--- config.mk ---
export PLATFORM = sky130hd
export DESIGN_NAME = ea_sequencer
export DESIGN_NICKNAME = d
export VERILOG_FILES = /design/src/rtl/ea_sequencer.sv
export SDC_FILE = /design/constraint.sdc
export NUM_CORES = 1
export LEC_CHECK = 0
export ABC_AREA = 1
export BUFFER_PORTS_ARGS = -buffer_cell sky130_fd_sc_hd__buf_2
export CAP_MARGIN = 15
export CORE_MARGIN = 5
export CORE_UTILIZATION = 35
export CTS_BUF_LIST = sky130_fd_sc_hd__clkbuf_8
export CTS_CLUSTER_DIAMETER = 150
export DETAILED_ROUTE_END_ITERATION = 8
export PLACE_DENSITY = 0.65
export SLEW_MARGIN = 40
export SYNTH_ARGS = -nofsm -noshare
export SYNTH_HDL_FRONTEND = slang
export SYNTH_SLANG_ARGS = --single-unit
--- constraint.sdc ---
create_clock -name clk_i -period 2.3 [get_ports clk_i]
set_input_delay 0 -clock clk_i [delete_from_list [all_inputs] [get_ports clk_i]]
set_output_delay 0 -clock clk_i [all_outputs]
set_load 0.03 [all_outputs]
--- src/rtl/ea_sequencer.sv ---
// Effective-address sequencer for the 6502 core: drives the shared ALU for address adds and
// the zero-page read port. Optional build macro PAGE_SKIP_EN skips ADD_HI when no page is crossed.
`timescale 1ns/1ps

module ea_sequencer #(
  parameter logic [7:0] ZP_PAGE = 8'h00
) (
  input  logic        clk_i,
  input  logic        rst_ni,
  input  logic        start_i,
  input  logic [2:0]  mode_i,
  input  logic [7:0]  op_lo_i,
  input  logic [7:0]  op_hi_i,
  input  logic [7:0]  idx_x_i,
  input  logic [7:0]  idx_y_i,
  output logic        busy_o,
  output logic [15:0] ea_o,
  output logic        ea_valid_o,
  output logic        page_cross_o,
  output logic        alu_sel_o,
  output logic [1:0]  alu_opcode_o,
  output logic [7:0]  alu_a_o,
  output logic [7:0]  alu_b_o,
  input  logic [7:0]  alu_out_i,
  input  logic        alu_carry_i,
  output logic        rd_en_o,
  output logic [15:0] rd_addr_o,
  input  logic [7:0]  rd_data_i
);

  localparam logic [2:0] ModeZp   = 3'b000;
  localparam logic [2:0] ModeZpx  = 3'b001;
  localparam logic [2:0] ModeZpy  = 3'b010;
  localparam logic [2:0] ModeAbs  = 3'b011;
  localparam logic [2:0] ModeAbsx = 3'b100;
  localparam logic [2:0] ModeAbsy = 3'b101;
  localparam logic [2:0] ModeIndx = 3'b110;
  localparam logic [2:0] ModeIndy = 3'b111;

  localparam logic [1:0] OpAdr0 = 2'b00;
  localparam logic [1:0] OpAdr1 = 2'b01;

  typedef enum logic [2:0] {
    StIdle,
    StZadd,
    StRdLo,
    StRdHi,
    StRdCap,
    StAddLo,
    StAddHi,
    StDone
  } state_e;

  state_e      state_q, state_d;
  logic [2:0]  mode_q, mode_d;
  logic [7:0]  base_lo_q, base_lo_d;
  logic [7:0]  base_hi_q, base_hi_d;
  logic [7:0]  index_q, index_d;
  logic [7:0]  ptr_q, ptr_d;
  logic [15:0] ea_q, ea_d;
  logic        page_cross_q, page_cross_d;
  logic [7:0]  ptr_inc;

  // Pointer high-byte fetch wraps within the zero page, so no carry out of this add.
  assign ptr_inc = ptr_q + 8'd1;

  always_ff @(posedge clk_i or negedge rst_ni) begin
    if (!rst_ni) begin
      state_q      <= StIdle;
      mode_q       <= ModeZp;
      base_lo_q    <= 8'h00;
      base_hi_q    <= 8'h00;
      index_q      <= 8'h00;
      ptr_q        <= 8'h00;
      ea_q         <= 16'h0000;
      page_cross_q <= 1'b0;
    end else begin
      state_q      <= state_d;
      mode_q       <= mode_d;
      base_lo_q    <= base_lo_d;
      base_hi_q    <= base_hi_d;
      index_q      <= index_d;
      ptr_q        <= ptr_d;
      ea_q         <= ea_d;
      page_cross_q <= page_cross_d;
    end
  end

  always_comb begin
    state_d      = state_q;
    mode_d       = mode_q;
    base_lo_d    = base_lo_q;
    base_hi_d    = base_hi_q;
    index_d      = index_q;
    ptr_d        = ptr_q;
    ea_d         = ea_q;
    page_cross_d = page_cross_q;
    alu_sel_o    = 1'b0;
    alu_opcode_o = OpAdr0;
    alu_a_o      = 8'h00;
    alu_b_o      = 8'h00;
    rd_en_o      = 1'b0;
    rd_addr_o    = 16'h0000;

    unique case (state_q)
      StIdle: begin
        if (start_i) begin
          mode_d       = mode_i;
          base_lo_d    = op_lo_i;
          base_hi_d    = op_hi_i;
          ptr_d        = op_lo_i;
          page_cross_d = 1'b0;
          // Only one index register is ever used per mode; keep just that one.
          if (mode_i == ModeZpx || mode_i == ModeAbsx || mode_i == ModeIndx) begin
            index_d = idx_x_i;
          end else begin
            index_d = idx_y_i;
          end
          case (mode_i)
            ModeZp: begin
              ea_d    = {ZP_PAGE, op_lo_i};
              state_d = StDone;
            end
            ModeAbs: begin
              ea_d    = {op_hi_i, op_lo_i};
              state_d = StDone;
            end
            ModeZpx, ModeZpy, ModeIndx: state_d = StZadd;
            ModeAbsx, ModeAbsy:         state_d = StAddLo;
            default:                    state_d = StRdLo;
          endcase
        end
      end
      StZadd: begin
        alu_sel_o    = 1'b1;
        alu_opcode_o = OpAdr0;
        alu_a_o      = base_lo_q;
        alu_b_o      = index_q;
        ptr_d        = alu_out_i;
        if (mode_q == ModeIndx) begin
          state_d = StRdLo;
        end else begin
          ea_d    = {ZP_PAGE, alu_out_i};
          state_d = StDone;
        end
      end
      StRdLo: begin
        rd_en_o   = 1'b1;
        rd_addr_o = {ZP_PAGE, ptr_q};
        state_d   = StRdHi;
      end
      StRdHi: begin
        rd_en_o   = 1'b1;
        rd_addr_o = {ZP_PAGE, ptr_inc};
        base_lo_d = rd_data_i;
        state_d   = StRdCap;
      end
      StRdCap: begin
        base_hi_d = rd_data_i;
        if (mode_q == ModeIndx) begin
          ea_d    = {rd_data_i, base_lo_q};
          state_d = StDone;
        end else begin
          state_d = StAddLo;
        end
      end
      StAddLo: begin
        alu_sel_o    = 1'b1;
        alu_opcode_o = OpAdr0;
        alu_a_o      = base_lo_q;
        alu_b_o      = index_q;
        ea_d[7:0]    = alu_out_i;
        page_cross_d = alu_carry_i;
`ifdef PAGE_SKIP_EN
        if (!alu_carry_i) begin
          ea_d[15:8] = base_hi_q;
          state_d    = StDone;
        end else begin
          state_d = StAddHi;
        end
`else
        state_d = StAddHi;
`endif
      end
      StAddHi: begin
        // ALU adds the carry it held from the preceding ADR0 cycle.
        alu_sel_o    = 1'b1;
        alu_opcode_o = OpAdr1;
        alu_a_o      = 8'h00;
        alu_b_o      = base_hi_q;
        ea_d[15:8]   = alu_out_i;
        state_d      = StDone;
      end
      StDone: begin
        state_d = StIdle;
      end
      default: begin
        state_d = StIdle;
      end
    endcase
  end

  assign busy_o       = (state_q != StIdle);
  assign ea_valid_o   = (state_q == StDone);
  assign ea_o         = ea_q;
  assign page_cross_o = page_cross_q;

endmodule

# == After elaboration in Yosys (flattened, before gate mapping) ==
# Cells that the tools add are included.
# op_classes
eq_ne,18
addsub,1
reduce_logical,24
n_mux,25
# op_table
cell,count
8-bit one-hot mux with 2 select lines,5
8-bit one-hot mux with 4 select lines,2
16-bit two-way mux,3
8-bit two-way mux,4
16-bit one-hot mux with 2 select lines,1
3-bit == test (second input constant),8
3-bit one-hot mux with 8 select lines,1
3-bit by 2-bit == test with 1-bit output (second input constant),4
2-bit AND reduction,5
5-bit AND reduction,2
3-bit one-hot mux with 3 select lines,1
8-bit by 1-bit adder with 8-bit output (second input constant),1
2-bit nonzero test,4
4-bit nonzero test,2
2-bit OR reduction,4
3-bit by 1-bit == test with 1-bit output (second input constant),2
3-bit logical NOT,2
3-bit two-way mux,2
2-bit != test (second input constant),3
3-bit OR reduction,2
1-bit two-way mux,4
3-bit by 1-bit != test with 1-bit output (second input constant),1
3-bit nonzero test,1
1-bit logical OR,2
other kinds (2),2
# word_totals
regBits,55
word_cells,77

# == Longest topological paths before layout ==
# logic_depth
word_depth,5
depth_mapped,11
ltp_nobuf,9

# == Worst setup path after synthesis ==
# OpenSTA, ideal clock, no wires.
# synth_timing
path_type,register -> output
start,reg state_q[2]
end,out rd_addr_o[2]
path_stages_with_launch,4
setup_slack_ps,594
path_buffers,2
required_time_ps,2300
arrival_ps,1706
cell_sequence,dfrtp_1 buf_4 clkbuf_1 nor4_1
# synth_via
elab_chain_cells,2
# synth_lines
item,line_no,rtl
"start, declared",54,"state_e state_q, state_d;"
"start signal, assigned",69,state_q <= StIdle;
"start signal, assigned",78,state_q <= state_d;
3-bit by 2-bit == test with 1-bit output,105,unique case (state_q)
8-bit one-hot mux with 2 select lines (*),105,
"end, declared",27,"output logic [15:0] rd_addr_o,"
# Every way passes the cells marked *; elsewhere a longest branch is shown, timed or not.

# == Worst setup path in the final report ==
# layout_timing
start,reg state_q[2]
end,reg base_lo_q[6]
# layout_via
elab_chain_cells,3
# layout_lines
item,line_no,rtl
3-bit by 2-bit == test with 1-bit output or 3-bit logical NOT (tied branches),105,
2-bit nonzero test (no source line) or 2-bit != test (tied branches),--,
2-bit AND reduction (no source line),--,
"end signal, assigned",80,base_lo_q <= base_lo_d;
"end, declared",56,"logic [7:0] base_lo_q, base_lo_d;"
# Several ways; a longest one is shown, not always the timed one.
# A chain may end at the register's enable or synchronous reset.

==> metrics.md <==
| Metric | Value |
|---|---|
| Outcome | `complete, but fails checks` |
| Failing checks | `negative hold slack` |
| Clk pin slew, worst setup/hold paths | `0.10 ns` |
| Die outline height | `around 110 um` |
| WP data required | `2.50 ns` |
| Drt pass-1 iters | `4` |
| Minimum clock period | `2.18 ns` |
| Crit. Startpoint | `state_q[2]$_DFFE_PN0P_` |
| Layout cell share with drive strength beyond 1 | `23.0%` |
| Commonest non-fill, non-tap cell in the layout | `nand2_1` |
| Fmax | `0.458 GHz` |
| Skew final | `0.00683 ns` |
| Synth-to-Final Area Change | `29.7%` |
| Boundary pin count | `110` |
| Cell mode on critical path | `nand2_1` |
| Worst endpoint data arrival time | `2.38 ns` |
| Routed Antenna Nets | `0` |
| Critical-path cell list | `inv_1 -> nand2_1 -> nor2_2 -> nand2_1 -> nand2_2 -> o211ai_1 -> dlygate4sd3_1` |
| Setup Buffers After CTS | `0` |
| Seq cells post-synth | `55` |
| Slowest cell on crit path | `dlygate4sd3_1` |
| Commonest non-fill, non-tap cells in the layout | `201 x nand2_1, 100 x buf_2, 52 x dfrtp_1` |
| WP depth | `7` |
| Leakage | `around 0.0025 uW` |
| Seq. cell area | `roughly 0.0014 sq mm` |
| CTS buffer count | `5` |
| R2r endpoint | `base_lo_q[6]$_DFFE_PN0P_` |
| DRC errors left | `0` |
| CP Capture Type | `flop` |
| Setup CP Type | `reg -> reg` |
| Vias in the first global route | `3,535` |
| Reg2reg start | `state_q[2]$_DFFE_PN0P_` |
| Grt ovf | `0` |
| RSZ-0062 raised after global routing | `false` |
| WL final | `around 11,000 um` |
| Cell family with most CP delay | `buffers and inverters` |
| Seq/Total Area, Yosys | `40.0%` |
| Later-pin clock latency in the skew report | `0.31 ns` |
| Critical Path Fanout Max | `10` |
| Multi-input gate area | `0.00171 sq mm` |
| CTS tree | `done` |
| Mapped Cells | `about 500` |
| Clock sinks | `55` |
| Largest net degree at the start of global routing | `38` |
| Die area | `0.0119 sq mm` |
| FF-to-FF setup slack | `between 0.1 and 0.15 ns` |
| Post-Synthesis Cell Area | `0.00344 sq mm` |
| Vias per cell | `roughly 4.6` |
| Startpoint types | `flop` |
| Critical Path Max Stage Delay | `approximately 0.56 ns` |
| Average cell area after synthesis | `6.97 sq um` |
| Synth unique cells | `31` |
| Max H-tree Level | `2` |
| Nets | `681` |
| Wire length per cell | `14.6 um` |
| Min-delay worst type | `in -> reg` |
| Final TNS setup | `0 ns` |
| Worst Path Buf+Inv | `2` |
| Dpl hpwl | `approximately 8600 um` |
| DR vias | `3,505` |
| Dpl ws | `0.536 ns` |
| Worst vdd ir | `between 0.5 and 0.6 mV` |
| Root buf cell | `clkbuf_8` |
| Final Cycle Share | `between 90% and 100%` |
| Clk buf depth | `2` |
| Starting Density | `between 30 and 40%` |
| Final Max Tran Viols | `0` |
| R2R depth | `7` |
| Antenna violations before repair | `0` |
| YS warnings | `0` |
| RePlAce Congestion | `0.881` |
| # diodes | `0` |
| Core Region | `0.00968 sq mm` |
| Power Dens Cells | `1360 mW/mm^2` |
| Final Hold Viols | `1` |
| Worst setup path endpoint | `base_lo_q[6]$_DFFE_PN0P_` |
| Fillers | `a little over 1,000` |
| # setup viols final | `0` |
| Setup ws final | `0.118 ns` |
| Port bufs | `100` |
| Row count | `36` |
| Number of max-cap violations | `0` |
| Overall Global Routing Usage | `about a fifth` |
| First-pass GRT wire length | `approximately 18,000 um` |
| Initial DRC Count | `159` |
| Fin Hold WS | `-0.000453 ns` |
| Die width | `109 um` |
-- registers in the layout (all words and copies together), names as in the netlist --
signal        cells
base_hi_q         8
base_lo_q         8
ea_o             16
index_q           8
mode_q            3
page_cross_o      1
ptr_q             8
state_q           3
-- worst reg2reg max path, delay by kind of cell, from the launching register on --
kind,cells,cell delay [ns]
simple gates,4,0.70
buf+inv,2,0.71
compound gates,1,0.11
flops,1,0.54
-- routing by layer --
metal	vias to the layer above	wire length, um	GRT usage [%]
met2	125	4900	29.9
li1	1795	-	-
met1	1574	5260	27.0
met4	0	120	4.90
met5	-	0	0
met3	11	806	3.67
-- cells in the mapped netlist (all sizes together) --
cell / count / share of area [%]
o21ai: 30 / 4.4
xor2: 1 / 0.25
inv: 57 / 6.4
nand2: 210 / 24
a31oi: 2 / 0.36
a22o: 1 / 0.25
o22ai: 1 / 0.18
o211ai: 21 / 4.6
nand4: 1 / 0.18
nor2: 39 / 6.2
nand3: 44 / 7.0
xnor2: 1 / 0.25
nor4: 1 / 0.18
a21oi: 5 / 0.73
conb: 1 / 0.11
ha: 1 / 0.36
buf: 19 / 4.5
nor3: 1 / 0.15
dfrtp: 55 / 40
clkbuf: 3 / 0.33
-- worst min path at each step --
stage,from,end,cells past startpoint
2_1_floorplan,rst_ni,base_hi_q[0]$_DFFE_PN0P_,0
3_3_place_gp,rst_ni,page_cross_o$_DFFE_PN0P_,1
3_5_place_dp,rst_ni,page_cross_o$_DFFE_PN0P_,1
4_1_cts,idx_x_i[4],index_q[4]$_DFFE_PN0P_,5
5_1_grt,op_lo_i[2],base_lo_q[2]$_DFFE_PN0P_,3
6_report,op_lo_i[2],base_lo_q[2]$_DFFE_PN0P_,3
-- area by class of cell --
cell class                      count  share of cell area [%]
Tap cell                          133                    3.73
Inverter                           57                    4.99
Timing Repair Buffer              138                    19.7
Clock inverter                      2                   0.757
Sequential cell                    55                    30.9
Multi-Input combinational cell    368                    38.4
Clock buffer                        5                    1.54
-- repair_timing --
| item | in CTS | in global routing |
|---|---|---|
| hold buffers | 33 | 0 |
| endpoints found under the hold margin | 44 | 0 |
| gates resized for setup | 0 | 4 |
| endpoints found under the setup margin | 0 | 3 |
-- cells by family after synthesis --
kind of cell	Yosys count	share of synthesized area [%]
AO/OA/AOI/OAI	60	10.5
AND/OR/NAND/NOR	296	37.4
adder cells (fa/ha/maj)	1	0.363
buffers and inverters	79	11.2
flip-flops	55	40.0
other	1	0.109
XOR/XNOR	2	0.509
-- metrics by stage --
step           instances  utilization (%)  area (sq um)  total power [uW]
2_1_floorplan        502                -          3470              4340
4_1_cts              758             46.0          4460              6090
6_report             758             46.1          4470              6070
5_1_grt              758             46.1          4470              6560
3_3_place_gp         718             41.6          4030              5260
3_5_place_dp         718             41.6          4030              5300
-- where the power goes --
group	internal, uW	total, uW	switching, uW
clock	316	633	317
combinational	1150	3650	2510
sequential	1420	1780	364
total	2880	6070	3190
No activity file was read; power rests on OpenSTA's default activity.
